**src/rtl/row_fifo_mc.sv**
```systemverilog
// rtl/row_fifo_mc.sv - multi-channel first-word-fall-through FIFO
// Each channel has private storage, pointers and an occupancy counter; errors are sticky.
module row_fifo_mc #(
  parameter  int DATA_WIDTH = 32,
  parameter  int DEPTH      = 16,
  parameter  int CHANNELS   = 4,
  parameter  int AFULL_LVL  = 12,
  localparam int AW         = $clog2(DEPTH),
  localparam int CW         = (CHANNELS > 1) ? $clog2(CHANNELS) : 1
) (
  input  logic                       clk,
  input  logic                       reset,
  input  logic                       wr_en,
  input  logic [CW-1:0]              wr_ch,
  input  logic [DATA_WIDTH-1:0]      wr_data,
  input  logic                       rd_en,
  input  logic [CW-1:0]              rd_ch,
  output logic [DATA_WIDTH-1:0]      rd_data,
  output logic                       rd_valid,
  input  logic [CHANNELS-1:0]        flush,
  output logic [CHANNELS-1:0]        full,
  output logic [CHANNELS-1:0]        empty,
  output logic [CHANNELS-1:0]        almost_full,
  output logic [CHANNELS*(AW+1)-1:0] count,
  output logic                       overflow,
  output logic                       underflow,
  output logic                       ch_err
);

  localparam logic [AW:0] FULL_CNT  = (AW+1)'(DEPTH);
  localparam logic [AW:0] AFULL_CNT = (AW+1)'(AFULL_LVL);
  localparam logic [CW:0] CH_LIM    = (CW+1)'(CHANNELS);

  logic [DATA_WIDTH-1:0] mem [CHANNELS][DEPTH];
  logic [AW-1:0]         rd_ptr [CHANNELS];
  logic [AW-1:0]         wr_ptr [CHANNELS];
  logic [AW:0]           cnt    [CHANNELS];

  logic                  wr_ch_ok;
  logic                  rd_ch_ok;
  logic [CW-1:0]         rd_idx;
  logic [CHANNELS-1:0]   wr_sel;
  logic [CHANNELS-1:0]   rd_sel;
  logic [CHANNELS-1:0]   push;
  logic [CHANNELS-1:0]   pop;
  logic                  ovf_hit;
  logic                  udf_hit;
  logic                  ch_hit;

  assign wr_ch_ok = ({1'b0, wr_ch} < CH_LIM);
  assign rd_ch_ok = ({1'b0, rd_ch} < CH_LIM);
  assign rd_idx   = rd_ch_ok ? rd_ch : '0;

  genvar g;
  generate
    for (g = 0; g < CHANNELS; g++) begin : g_status
      assign full[g]                  = (cnt[g] == FULL_CNT);
      assign empty[g]                 = (cnt[g] == '0);
      assign almost_full[g]           = (cnt[g] >= AFULL_CNT);
      assign count[g*(AW+1) +: AW+1]  = cnt[g];
    end
  endgenerate

  assign rd_data  = mem[rd_idx][rd_ptr[rd_idx]];
  assign rd_valid = rd_ch_ok && !empty[rd_idx];

  // A full channel still accepts a write when it is popped in the same cycle.
  always_comb begin
    wr_sel = '0;
    rd_sel = '0;
    pop    = '0;
    push   = '0;
    for (int i = 0; i < CHANNELS; i++) begin
      wr_sel[i] = wr_en && (wr_ch == CW'(i));
      rd_sel[i] = rd_en && (rd_ch == CW'(i));
      pop[i]    = rd_sel[i] && !empty[i];
      push[i]   = wr_sel[i] && (!full[i] || pop[i]);
    end
  end

  assign ovf_hit = |(wr_sel & full & ~pop);
  assign udf_hit = |(rd_sel & empty);
  assign ch_hit  = (wr_en && !wr_ch_ok) || (rd_en && !rd_ch_ok);

  always_ff @(posedge clk) begin
    if (reset) begin
      for (int i = 0; i < CHANNELS; i++) begin
        rd_ptr[i] <= '0;
        wr_ptr[i] <= '0;
        cnt[i]    <= '0;
      end
      overflow  <= 1'b0;
      underflow <= 1'b0;
      ch_err    <= 1'b0;
    end else begin
      for (int i = 0; i < CHANNELS; i++) begin
        if (flush[i]) begin
          rd_ptr[i] <= '0;
          wr_ptr[i] <= '0;
          cnt[i]    <= '0;
        end else begin
          if (push[i]) wr_ptr[i] <= wr_ptr[i] + 1'b1;
          if (pop[i])  rd_ptr[i] <= rd_ptr[i] + 1'b1;
          if (push[i] && !pop[i])      cnt[i] <= cnt[i] + 1'b1;
          else if (pop[i] && !push[i]) cnt[i] <= cnt[i] - 1'b1;
        end
      end
      overflow  <= overflow  | ovf_hit;
      underflow <= underflow | udf_hit;
      ch_err    <= ch_err    | ch_hit;
    end
  end

  // Storage is not reset; occupancy alone decides what is valid.
  always_ff @(posedge clk) begin
    for (int i = 0; i < CHANNELS; i++) begin
      if (!reset && push[i] && !flush[i]) mem[i][wr_ptr[i]] <= wr_data;
    end
  end

endmodule

```
**config.mk**
```make
export PLATFORM = sky130hd
export DESIGN_NAME = row_fifo_mc
export DESIGN_NICKNAME = d
export VERILOG_FILES = /design/src/rtl/row_fifo_mc.sv
export SDC_FILE = /design/constraint.sdc
export NUM_CORES = 2
export LEC_CHECK = 0
export BUFFER_PORTS_ARGS = -buffer_cell sky130_fd_sc_hd__buf_2
export CAP_MARGIN = 20
export CORE_ASPECT_RATIO = 0.8
export CORE_MARGIN = 4
export CORE_UTILIZATION = 63
export CTS_CLUSTER_DIAMETER = 150
export DETAILED_ROUTE_END_ITERATION = 8
export PLACE_DENSITY_LB_ADDON = 0.2
export SLEW_MARGIN = 20
export SYNTH_ARGS = -nofsm -noshare
export SYNTH_HDL_FRONTEND = slang
export SYNTH_SLANG_ARGS = --single-unit
```
**constraint.sdc**
```tcl
create_clock -name clk -period 6.3 [get_ports clk]
set_input_delay 0.945 -clock clk [delete_from_list [all_inputs] [get_ports clk]]
set_output_delay 0.945 -clock clk [all_outputs]
set_load 0.005 [all_outputs]
```
==> key figures <==
Run status
  • Outcome: complete, no violations

Yosys
  • EDFF count, synth: 2100
  • Syn_nets: 3862
  • Syn. warnings: 0
  • Ys flop type: edfxtp_1
  • Seq/Total Area, Yosys: 76.22%
  • Cell taking the most area after synthesis: edfxtp_1
  • Yosys top cell area share: 76.17%
  • Synthesized flop and latch total: 2102
  • Post-synthesis cell area: 0.08278 mm^2
  • Syn_area_per_cell: 21.87 um^2
  • Post-Synthesis Cells: 3786
  • Top post-synthesis cells by area: edfxtp_1 (76%), mux4_2 (14%), mux2i_1 (3.3%), nand2_1 (0.58%), buf_2 (0.56%)
  • Count of cell types in the netlist: 66
  • Asr flop ratio synth: 0%

Die
  • Die Area: 0.1373 mm^2
  • # rows: 118
  • DIE HEIGHT: 332.2 um
  • Die width: 413.3 um
  • Core Box Area: 0.1299 mm^2
  • Starting Density: 63.72%
  • I/O Pins: 112

Clock tree
  • H-tree levels: 4
  • Post-CTS setup buffer count: 0
  • CTS buffer count: 192
  • CTS tree: yes
  • Clock-pin slew on the worst setup and hold paths: 0.06 ns
  • Clk root buf: clkbuf_16
  • CTS max path bufs: 3
  • Clock latency on the worst-skew pair: 0.83 ns
  • Clk sinks: 2102
  • Post_cts resized: 0
  • Cts hold-fix bufs: 0

Route
  • Remaining DRCs: 0
  • Via Count: 41250
  • Post-route ant nets: 0
  • TritonRoute pass-1 iters: 6
  • Wire per inst: 35.37 um
  • Total routed wirelength: 211500 um
  • Drt initial violations: 6809
  • Vias per Instance: 6.897

Power
  • Pwr dens: 308.2 mW/mm^2
  • Sw frac: 22.19%
  • Comb power frac: 6.9%
  • Clock Power Share: 38.9%
  • Switch Pwr: 6.332 mW
  • Internal power: 22.21 mW
  • Sequential share of power: 54.3%
  • Peak VDD IR: 363.6 uV
  • Leakage power: 29.29 nW

Timing
  • Fmax: 0.1681 GHz
  • Final Skew: 0.03052 ns
  • Setup tns final: 0 ns
  • Setup WS post-layout: 0.3507 ns
  • Min cycle time layout: 5.949 ns
  • Worst-Margin Slew: 1.160 ns
  • Final setup viols: 0
  • Period utilization: 94.43%
  • Pins over their slew limit: 0
  • Unrepaired setup endpoints after global routing: no
  • Max-slew headroom: 22.48%
  • Final-report hold violation count: 0

Placed design
  • DP HPWL: 122800 um
  • Pre-CTS setup slack: 0.5758 ns
  • Gpl congestion: 0.9022
  • # port buffers: 110

Critical path
  • Worst r2r src: cnt[3][0]
  • Kind of end point of the critical path: primary output
  • WP data arrival: 5.00 ns
  • CP startpoint kind: input pin
  • R2R Setup Slk: 2.38 ns
  • Worst-path maximum fanout: 33
  • Reg2Reg Depth: 7
  • Data required time of the critical path: 5.35 ns
  • Reg2Reg Capture Point: mem[3][266]
  • CP Class: in -> out

Finish
  • P&R area growth vs syn: 11.84%
  • Most frequent cells in the layout: edfxtp_1 (2100), mux4_2 (513), mux2i_1 (269)
  • Utilization after layout: 71.26%
  • Fin nets: 4161
  • Commonest non-fill, non-tap cell in the layout: edfxtp_1
  • Share of cells above drive strength 1: 28.32%

GRT
  • First-pass GRT wire length: 303600 um
  • Largest net degree at the start of global routing: 114
  • Vias in the first global route: 41100
  • GRT Util Overall: 31.55%
  • Initial antenna violation count: 13
  • Total congestion overflow: 0

Min path
  • Worst Hold Class: in -> reg
  • WHS Endpoint: mem[3][212]
  • Hold path depth: 1
  • Hold_sp: wr_data[20]

Job
  • Max cap viols: 0
flip-flops by register name (all words and copies together) (netlist names):
name,flops
wr_ptr,16
overflow,1
mem,2048
rd_ptr,16
cnt,20
underflow,1
worst max-delay path by stage:
stage	from	endpoint	slack [ns]	depth (start not counted)
4_1_cts	rd_ch[0]	rd_data[11]	0.57	7
6_report	rd_ch[0]	rd_data[22]	0.35	8
3_5_place_dp	rd_ch[0]	rd_data[22]	0.58	7
5_1_grt	rd_ch[0]	rd_data[6]	0.25	10
2_1_floorplan	rd_ch[1]	mem[1][416]	1.13	5
3_3_place_gp	rd_ch[0]	rd_data[6]	0.08	7
per-stage QoR:
stage	hold slack [ns]	std cells	cell area, um^2	power [mW]
3_3_place_gp	0.4593	5626	86580	17.67
5_1_grt	0.3624	5978	92580	29.35
2_1_floorplan	0.4656	3786	82780	16.77
6_report	0.3802	5981	92580	28.54
3_5_place_dp	0.4785	5629	86640	17.70
4_1_cts	0.3319	5976	92530	28.58
power groups by stage:
stage               Combinational [mW]  Clock (mW)  Sequential (mW)
floorplan                         1.02           0             15.8
global placement                  1.89           0             15.8
detailed placement                1.92           0             15.8
CTS                               1.93        11.2             15.5
global route                      2.04        11.8             15.5
finish                            1.96        11.1             15.5
area by class of cell:
cell class	count	area, um^2
flip-flops and latches	2102	63100
fillers	7597	37340
multi-input cells	1443	18930
clock buffers	244	5021
repair buffers	313	2365
well taps	1740	2177
clock inverters	103	862.1
inverters	33	123.9
diodes	3	7.507
Yosys cell counts, types with 32 or more instances:
| cell | instances |
|---|---|
| mux2i_1 | 269 |
| edfxtp_1 | 2100 |
| clkbuf_1 | 58 |
| mux2_2 | 32 |
| nand3_1 | 55 |
| a21oi_1 | 41 |
| ha_1 | 32 |
| nand2_1 | 127 |
| nor2_1 | 117 |
| buf_2 | 92 |
| inv_1 | 32 |
| mux4_2 | 515 |
cell families after synthesis:
group           Yosys count  share of synthesized area [%]
fa+ha+maj                32                         0.4836
mux                     817                          17.71
buf+inv                 241                          1.477
flops                  2102                          76.22
xor+xnor                 24                         0.2539
compound gates          182                          1.646
simple gates            387                          2.201
other cells               1                       0.004530
worst max-delay path, stage by stage:
cell and delay, ns:
buf_8 0.33, mux4_4 1.09, and2_2 0.50, buf_12 0.22, a22oi_1 0.77, nand2_1 0.32, a32oi_1 0.51, buf_2 0.21
metal layers:
metal,vias up,GRT usage (%),share of wire [%]
li1,16470,-,-
met1,21620,47.42,38
met2,2755,45.70,45
met3,399,9.529,14
met4,8,9.547,3.2
met5,-,0,0.025
Note: power is estimated with default switching activity, not from simulation.
